File: config.mk
export PLATFORM = sky130hd
export DESIGN_NAME = cla_pipe_adder
export DESIGN_NICKNAME = d
export VERILOG_FILES = /design/src/rtl/cla_pipe_adder.sv
export SDC_FILE = /design/constraint.sdc
export NUM_CORES = 1
export LEC_CHECK = 0
export ABC_AREA = 1
export BUFFER_PORTS_ARGS = -buffer_cell sky130_fd_sc_hd__buf_2
export CORE_ASPECT_RATIO = 0.5
export CORE_MARGIN = 2
export CORE_UTILIZATION = 53
export DETAILED_ROUTE_END_ITERATION = 8
export PLACE_DENSITY_LB_ADDON = 0.1
export SLEW_MARGIN = 20
export SYNTH_ARGS = -nofsm -noshare
export SYNTH_HDL_FRONTEND = slang
export SYNTH_SLANG_ARGS = --single-unit
File: constraint.sdc
create_clock -name clk -period 2.9 [get_ports clk]
set_clock_uncertainty 0.1 [all_clocks]
set_input_delay 0.145 -clock clk [delete_from_list [all_inputs] [get_ports clk]]
set_output_delay 0.145 -clock clk [all_outputs]
set_load 0.005 [all_outputs]
File: src/rtl/cla_pipe_adder.sv
// Pipelined carry-lookahead adder/subtractor: one SEG-bit slice per stage,
// inter-slice carries registered so throughput is one operation per clock.
module cla_pipe_adder #(
    parameter int WIDTH = 32,
    parameter int SEG   = 8
) (
    input  logic             clk,
    input  logic             rst,
    input  logic             in_valid,
    output logic             in_ready,
    input  logic [WIDTH-1:0] in_a,
    input  logic [WIDTH-1:0] in_b,
    input  logic             cin,
    input  logic             sub,
    output logic             out_valid,
    input  logic             out_ready,
    output logic [WIDTH-1:0] sum,
    output logic             cout,
    output logic             ovf,
    output logic             zero
);

    localparam int NSTG = WIDTH / SEG;
    localparam int NGRP = SEG / 4;

    // Returns {carry into slice MSB, carry out of slice, slice sum}.
    function automatic logic [SEG+1:0] cla_slice(input logic [SEG-1:0] a,
                                                 input logic [SEG-1:0] b,
                                                 input logic           ci);
        logic [SEG-1:0]  p;
        logic [SEG-1:0]  g;
        logic [SEG:0]    c;
        logic [NGRP:0]   gc;
        logic            gg;
        logic            gp;
        p     = a ^ b;
        g     = a & b;
        c     = '0;
        gc    = '0;
        gc[0] = ci;
        for (int j = 0; j < NGRP; j++) begin
            gg = 1'b0;
            gp = 1'b1;
            for (int i = 0; i < 4; i++) begin
                gg = g[4*j+i] | (p[4*j+i] & gg);
                gp = gp & p[4*j+i];
            end
            gc[j+1] = gg | (gp & gc[j]);
        end
        for (int j = 0; j < NGRP; j++) begin
            c[4*j] = gc[j];
            for (int i = 0; i < 3; i++)
                c[4*j+i+1] = g[4*j+i] | (p[4*j+i] & c[4*j+i]);
        end
        c[SEG] = gc[NGRP];
        return {c[SEG-1], c[SEG], p ^ c[SEG-1:0]};
    endfunction

    // Layer k holds the operation about to be processed by stage k. A/B shift
    // right each stage so the slice being added is always in the low SEG bits.
    logic             v_q    [NSTG];
    logic [WIDTH-1:0] a_q    [NSTG];
    logic [WIDTH-1:0] b_q    [NSTG];
    logic             c_q    [NSTG];
    logic [WIDTH-1:0] s_q    [NSTG];
    logic [SEG+1:0]   res    [NSTG];
    logic [WIDTH-1:0] s_next [NSTG];
    logic             adv;

    always_comb begin
        adv = !out_valid || out_ready;
        for (int k = 0; k < NSTG; k++) begin
            res[k] = cla_slice(a_q[k][SEG-1:0], b_q[k][SEG-1:0], c_q[k]);
            // NOTE: full default before the partial write keeps this latch-free.
            s_next[k] = s_q[k];
            s_next[k][k*SEG +: SEG] = res[k][SEG-1:0];
        end
    end

    assign in_ready = adv;

    // NOTE: state updates use <= so every stage samples its neighbour's old value.
    always_ff @(posedge clk or negedge rst) begin
        if (!rst) begin
            for (int k = 0; k < NSTG; k++) begin
                v_q[k] <= 1'b0;
                a_q[k] <= '0;
                b_q[k] <= '0;
                c_q[k] <= 1'b0;
                s_q[k] <= '0;
            end
            out_valid <= 1'b0;
            sum       <= '0;
            cout      <= 1'b0;
            ovf       <= 1'b0;
            zero      <= 1'b0;
        end else if (adv) begin
            v_q[0] <= in_valid;
            a_q[0] <= in_a;
            b_q[0] <= sub ? ~in_b : in_b;
            c_q[0] <= sub ^ cin;
            for (int k = 1; k < NSTG; k++) begin
                v_q[k] <= v_q[k-1];
                a_q[k] <= a_q[k-1] >> SEG;
                b_q[k] <= b_q[k-1] >> SEG;
                c_q[k] <= res[k-1][SEG];
                s_q[k] <= s_next[k-1];
            end
            out_valid <= v_q[NSTG-1];
            // Result registers only update on a real operation, so they hold across bubbles.
            if (v_q[NSTG-1]) begin
                sum  <= s_next[NSTG-1];
                cout <= res[NSTG-1][SEG];
                ovf  <= res[NSTG-1][SEG+1] ^ res[NSTG-1][SEG];
                zero <= (s_next[NSTG-1] == '0);
            end
        end
    end

endmodule

---- Word-level counts from Yosys, hierarchy flattened ----
Index checks and enable logic that the tools add are counted.
storage, ports and cells
  flip-flop bits (word level) ............. 252
  input bits .............................. 70
  output and inout port bits .............. 37
  word-level logic and storage cells ...... 180
cells by class
  multiplexer cells ....................... 1
  bitwise gates (word level) .............. 151
  reduce and logical (&&, ||, !) cells .... 4
operators by type and width
  kind                 count
  bitwise AND 1 bit    80
  XOR 8 bit            8
  bitwise OR 1 bit     56
  bitwise AND 8 bit    4
  zero test 32 bit     1
  two-way mux 32 bit   1
  inverter 32 bit      1
  AND reduction 2 bit  1
  XOR 1 bit            2
  zero test 1 bit      1
  logical OR 1 bit     1

---- Depth between registers and ports, before layout ----
Gate-level depths: netlist (run 1).
  word-level depth ........................ 16
  mapped depth ............................ 13
  gate-level depth less buffers ........... 13

---- Worst setup path before layout (run 1) ----
OpenSTA, ideal clock, no wires.
  path kind ............................... register -> register
  from .................................... register a_q[2] in the netlist's numbering
  to ...................................... register zero
  setup time .............................. 0.065 ns
  arrival ................................. 2.582 ns
  data required time ...................... 2.735 ns
  path slack .............................. 0.153 ns
  stages on the path, launching flop included .. 14
  path buffers ............................ 0
  clock period less this slack ............ 2.747 ns
  cell sequence ........................... dfrtp_1 ha_1 nand2_1 inv_1 nand2_1 a21oi_1 fa_1 fa_1 fa_1 nor2_1 nand3_1 nor3_1 nand3_1 nand2_1
RTL lines
  what                               RTL line  RTL
  from (decl)                        62        logic [WIDTH-1:0] a_q [NSTG];
  from (signal, indexed assignment)  104       a_q[k] <= a_q[k-1] >> SEG;
  to (signal assigned)               115       zero <= (s_next[NSTG-1] == '0);
  to (decl)                          20        output logic zero

==> flow_summary.toml, run 1 <==
[synthesis]
syn_area_sq_um = 11000
ys_top_cells_by_area = "dfrtp_1 (57%), nand2_1 (15%), o21ai_0 (6.2%)"
yosysTopAreaCell = "dfrtp_1"
synth_common_cells = "nand2_1 (434), dfrtp_1 (252), o21ai_0 (137)"
yosysMostFrequentCell = "nand2_1"
synth-edff-count = 0
synth_cell_types = 25
synthesis.nets = 1297
syn_inst = 1171
synth_seq_cells = 252
avgSynthCellArea_sq_um = 9.40
async_flop_share_pct = 100
ys_warn_count = 24
synth_flop_cell = "dfrtp_1"
ys_seq_area_share_pct = 57.3
synth_top_area_share_pct = 57.3

[grt]
grt.total_usage_pct = 21.6
grt_pass1_wl_mm = 38.6
grt_pass1_vias = 7706
grt_max_degree = 168
antenna_found_initial = 0
grt-ovfl-total = 0

[floorplanning]
fp.dieH_microns = 106
dieArea_sq_um = 22000
rows = 37
ios = 107
core_area_sq_um = 20500
fp.dieW_microns = 208
initial_core_util_pct = 53.8

[setup_path]
crit_arrival_ns = 3.13
critical_path_class = "reg -> reg"
critical-path-slowest-cell = "fa_1"
cp_max_fo = 2
worstRegToRegCells = 13
critPathLaunchType = "flip-flop"
path_cells = "ha_1 > nand2_1 > inv_1 > nand2_2 > a21oi_2 > fa_2 > fa_2 > fa_1 > nor2_1 > nand3_1 > nor3_2 > nand3_1 > nand2_1"
crit_path_max_incr_delay_ns = 0.50
worst-endpoint-required_ns = 3.24
endpoint_kind = "flip-flop"

[cells_and_area]
design_area_sq_um = 13300
num_antenna_cells = 0
drive_gt1_share_pct = 13.2
multi_input_area_sq_um = 4050
final_cells = 1618
nets = 1457
area_growth_pct = 20.8
nFillCells = 1692
regArea_sq_um = 6310

[clock_tree]
cts_root_buffer = "clkbuf_16"
cts.sinks = 252
insertion_delay_ns = 0.50
cts_tree = "done"
clk_path_buf_depth = 3
clkTransAtPathRegs_ns = 0.07
cts_made_buffers = 23
h-tree-depth = 1

[power_and_ir_drop]
switching_share_pct = 36.3
switchingPower_mw = 5.12
power_frac_clock_pct = 22.6
pwr-share-comb_pct = 34.4
seqPwrFrac_pct = 43.0
intPower_mw = 8.96
finalPower_mw = 14.1
p_leak_nw = 6.70
powerDensity_nw_per_um2 = 1060
max-vdd-ir-drop_v = 0.000412

[worst_hold_path]
hp-class = "in -> async"

[place]
portBuffers = 106
postPlaceCellArea_sq_um = 11800
dp_hpwl_mm = 14.8
place_inst = 1507
place_congestion = 0.824

[timing]
worst_pin_slew_ns = 1.01
drv_slew = 0
finalCritPeriodShare_pct = 96.2
rsz0062_at_grt = "yes"
hold_viol = 0
period_needed_ns = 2.79
setup_viol = 0
fmax_mhz = 359
max_slew_margin_pct = 33.0

[routing]
drt-pass1-iter-count = 5
drc = 0
vias = 7832
via_per_inst = 4.84
wire_per_inst_microns = 14.1
drtIter0Drc = 494
postRouteWirelength_mm = 22.8
postRouteAntennaNets = 0

[job]
cap_viol_max_count = 0

[run_status]
outcome = "finished, final reports clean"
[critical path, delay by kind of cell (launching register included)]
kind                       cells  cell delay (ns)
buffers and inverters          1             0.04
and+or+nand+nor                7             0.64
DFF                            1             0.39
AOI/OAI and AO/OA              1             0.06
adders and majority gates      4             1.50
[metal layers]
layer  track usage, %  part of all wire, %  vias up
met5                0                    0        -
met4             3.90                  1.6        0
met3             3.69                  4.3       28
met2             30.9                   41      125
met1             34.9                   53     3690
li1                 -                    -     3989
[stage by stage]
stage	hold slack [ns]	util (%)	setup TNS, ns	setup slack [ns]
floorplan	-0.251	-	0	0.153
CTS	0.176	64.6	0	0.0269
global route	0.204	65.0	-0.146	-0.121
finish	0.163	65.0	0	0.111
global placement	0.123	57.5	0	0.103
detailed placement	0.126	57.5	0	0.0465
[flip-flops by register name, summed over array words and instances, names as in the netlist]
register,count
a_q,80
b_q,80
s_next,48
sum,32
c_q,4
v_q,4
cout,1
out_valid,1
ovf,1
zero,1
[cells in the final DEF, fill, tap and decap left out, drive strengths merged]
cell type	n
nand3b	3
nor3	4
or2	1
nand3	8
clkinvlp	1
buf	126
nand4	4
ha	32
xor2	1
dfrtp	252
a31oi	1
xnor2	40
fa	24
nor2	15
inv	102
bufinv	4
dlygate4sd3	67
o21a	1
and3b	2
clkbuf	28
a21oi	10
nand2	434
clkinv	6
o21ai	177
nor4	2
[power groups by stage]
stage                     Combinational, mW  Clock, mW  Sequential [mW]
after floorplan                        3.42          0             5.83
after global placement                 4.58          0             6.03
after detailed placement               4.71          0             6.10
after CTS                              4.81       3.27             6.05
after global routing                   5.74       3.39             6.24
final                                  4.84       3.18             6.05
[final timing paths]
| path | start | endpoint | slack, ns |
|---|---|---|---|
| setup / recovery | b_q[2] | zero | 0.11 |
| hold / removal | rst | a_q[105] | 0.16 |
| setup reg to reg | b_q[2] | zero | 0.11 |
| hold reg to reg | b_q[105] | b_q[65] | 0.37 |
| max in group asynchronous | rst | sum[3] | 1.69 |
| min in group clk | out_ready | b_q[69] | 0.20 |
[cells by family (layout without fill, tap and decap cells)]
| family | count (synthesis) | in the layout | synth area share [%] |
|---|---|---|---|
| xor gates and xnor gates | 41 | 41 | 3.26 |
| AOI/OAI and AO/OA | 189 | 189 | 8.63 |
| buffers and inverters | 160 | 334 | 6.08 |
| adders and majority gates | 56 | 56 | 8.01 |
| DFF | 252 | 252 | 57.3 |
| and+or+nand+nor | 473 | 473 | 16.7 |
[cell type report]
class	instances	share of cell area, %
sequential	252	47.4
multi-input combinational	759	30.5
timing repair buffer	193	10.6
clock buffer	28	4.77
inverter	102	2.92
tap	273	2.57
clock inverter	11	1.19
[timing repair]
action / in CTS / in global routing
hold buffers: 67 / 0
buffers inserted: 0 / 5
endpoints found under the setup margin: 0 / 5
endpoints found under the hold margin: 159 / 0
gates resized for setup: 0 / 11
(Power assumes the default switching activity.)
==> run 2: changes to the inputs <==
--- a/config.mk
+++ b/config.mk
@@ -7,9 +7,10 @@
 export LEC_CHECK = 0
 export ABC_AREA = 1
 export BUFFER_PORTS_ARGS = -buffer_cell sky130_fd_sc_hd__buf_2
+export CELL_PAD_IN_SITES_DETAIL_PLACEMENT = 1
+export CELL_PAD_IN_SITES_GLOBAL_PLACEMENT = 2
 export CORE_ASPECT_RATIO = 0.5
-export CORE_MARGIN = 2
-export CORE_UTILIZATION = 53
+export CORE_UTILIZATION = 34
 export DETAILED_ROUTE_END_ITERATION = 8
 export PLACE_DENSITY_LB_ADDON = 0.1
 export SLEW_MARGIN = 20
==> constraint.sdc (replaced) <==
create_clock -name clk -period 2.9 [get_ports clk]
set_clock_uncertainty 0.1 [all_clocks]
set_input_delay 0.29 -clock clk [delete_from_list [all_inputs] [get_ports clk]]
set_output_delay 0.29 -clock clk [all_outputs]
set_load 0.005 [all_outputs]
==> run 2 against run 1 <==
Compared with the run above:
- flip-flop and latch count did not move
- clock power rose by 6.9%
- largest cell class unchanged
- worst setup slack improved by 0.016 ns
- critical endpoint unchanged
==> flow_summary.toml, run 2 (same netlist as run 1, synthesis figures left out) <==
[power_and_ir_drop]
powerDensity_nw_per_um2 = 1070
max-vdd-ir-drop_v = 0.000337
p_leak_nw = 6.76
pwr-share-comb_pct = 35.2
switching_share_pct = 37.5
power_frac_clock_pct = 23.2
intPower_mw = 9.14
switchingPower_mw = 5.48
seqPwrFrac_pct = 41.5

[cells_and_area]
nets = 1464
nFillCells = 3663
area_growth_pct = 23.8
design_area_sq_um = 13600
multi_input_area_sq_um = 4070
final_common_cell = "nand2_1"
mostFrequentLayoutCells = "nand2_1 (433), dfrtp_1 (252), o21ai_0 (137)"
final_util_pct = 42.9
drive_gt1_share_pct = 14.1
regArea_sq_um = 6310

[clock_tree]
insertion_delay_ns = 0.54
cts_made_buffers = 25
cts_root_buffer = "clkbuf_16"
h-tree-depth = 1
clkTransAtPathRegs_ns = 0.07
cts_tree = "done"
cts.sinks = 252
clk_path_buf_depth = 3

[floorplanning]
ios = 107
fp.dieW_microns = 256
rows = 46
dieArea_sq_um = 33100
core_area_sq_um = 31800
initial_core_util_pct = 34.6
fp.dieH_microns = 129

[routing]
met1_length_mm = 14.4
postRouteWirelength_mm = 26.7
via_per_inst = 4.45
drtIter0Drc = 454
routed.top_layer = "met4"
wire_per_inst_microns = 14.9
drc = 0
postRouteAntennaNets = 0
met3_length_mm = 1.14
vias = 7957
route.met2.wl_mm = 10.7
drt-pass1-iter-count = 4

[timing]
finalCritPeriodShare_pct = 95.6
worst_pin_slew_ns = 0.851
hold_viol = 0
drv_slew = 0
fmax_mhz = 361
max_slew_margin_pct = 43.3
rsz0062_at_grt = "yes"
period_needed_ns = 2.77
setup_viol = 0

[setup_path]
worst-endpoint-required_ns = 3.27
critical-path-slowest-cell = "fa_1"
worstRegToRegCells = 13
path_cells = "ha_1 > nand2_1 > nand2_1 > inv_2 > a21oi_2 > fa_2 > fa_2 > fa_1 > nor2_1 > nand3_1 > nor3_2 > nand3_1 > nand2_1"
crit_path_max_incr_delay_ns = 0.46
critPathLaunchType = "flip-flop"
crit_buf_inv = 1
cp_common_cell = "nand2_1"
crit_arrival_ns = 3.14
cp_max_fo = 2
endpoint_kind = "flip-flop"
critPathTopFamily = "adder cells"
critical_path_class = "reg -> reg"
worst-path-stages = 13

[run_status]
outcome = "finished, final reports clean"

[place]
postPlaceCellArea_sq_um = 12000
place_congestion = 0.782
dp_hpwl_mm = 17.8
portBuffers = 106

[grt]
grt.total_usage_pct = 17.1
grt_max_degree = 151
grt_pass1_wl_mm = 45.2
grt_pass1_vias = 8450
grt-ovfl-total = 0
antenna_found_initial = 0

[worst_hold_path]
hp-class = "in -> async"

[job]
cap_viol_max_count = 0
==> run 2: timing repair <==
item / 4_1_cts / 5_1_grt
setup buffers: 0 / 8
resized for setup: 1 / 12
pin swaps: 0 / 3
hold buffers: 67 / 0
setup endpoints to repair: 1 / 7
hold endpoints to repair: 318 / 0
==> run 2: per-layer routing <==
metal / vias to the layer above / GRT usage [%]
li1: 4004 / -
met1: 3835 / 26.6
met2: 88 / 24.8
met3: 30 / 3.31
met4: 0 / 2.84
met5: - / 0
==> run 2: stage by stage <==
stage	TNS [ns]	cells	setup WS (ns)	hold WS, ns	power, mW
2_1_floorplan	0	1171	0.153	-0.106	9.25
3_3_place_gp	0	1668	0.0640	0.0614	10.9
3_5_place_dp	0	1668	0.00259	0.0626	11.2
4_1_cts	0	1781	0.0221	0.0838	14.7
5_1_grt	-0.0685	1789	-0.0685	0.107	16.0
6_report	0	1790	0.127	0.0970	14.6
==> run 2: power groups by stage <==
| stage | Sequential, mW | Combinational [mW] | Clock [mW] |
|---|---|---|---|
| 2_1_floorplan | 5.83 | 3.42 | 0 |
| 3_3_place_gp | 6.08 | 4.86 | 0 |
| 3_5_place_dp | 6.14 | 5.02 | 0 |
| 4_1_cts | 6.09 | 5.13 | 3.51 |
| 6_report | 6.07 | 5.15 | 3.40 |
| 5_1_grt | 6.29 | 6.10 | 3.66 |
==> run 2: worst paths after layout <==
path | start | to | slack (ns)
min in group clk | out_ready | b_q[65] | 0.32
min reg2reg | a_q[82] | a_q[42] | 0.37
max in group asynchronous | rst | a_q[69] | 1.75
min | rst | sum[29] | 0.1
max reg2reg | a_q[2] | zero | 0.13
max | a_q[2] | zero | 0.13
==> run 2: area by class of cell <==
class | instances | area share (%)
clock buffer | 32 | 5.15
clock inverter | 14 | 1.11
sequential | 252 | 46.3
tap | 432 | 3.97
antenna | 1 | 0.0184
inverter | 102 | 2.85
multi-input combinational | 759 | 29.9
timing repair buffer | 198 | 10.7
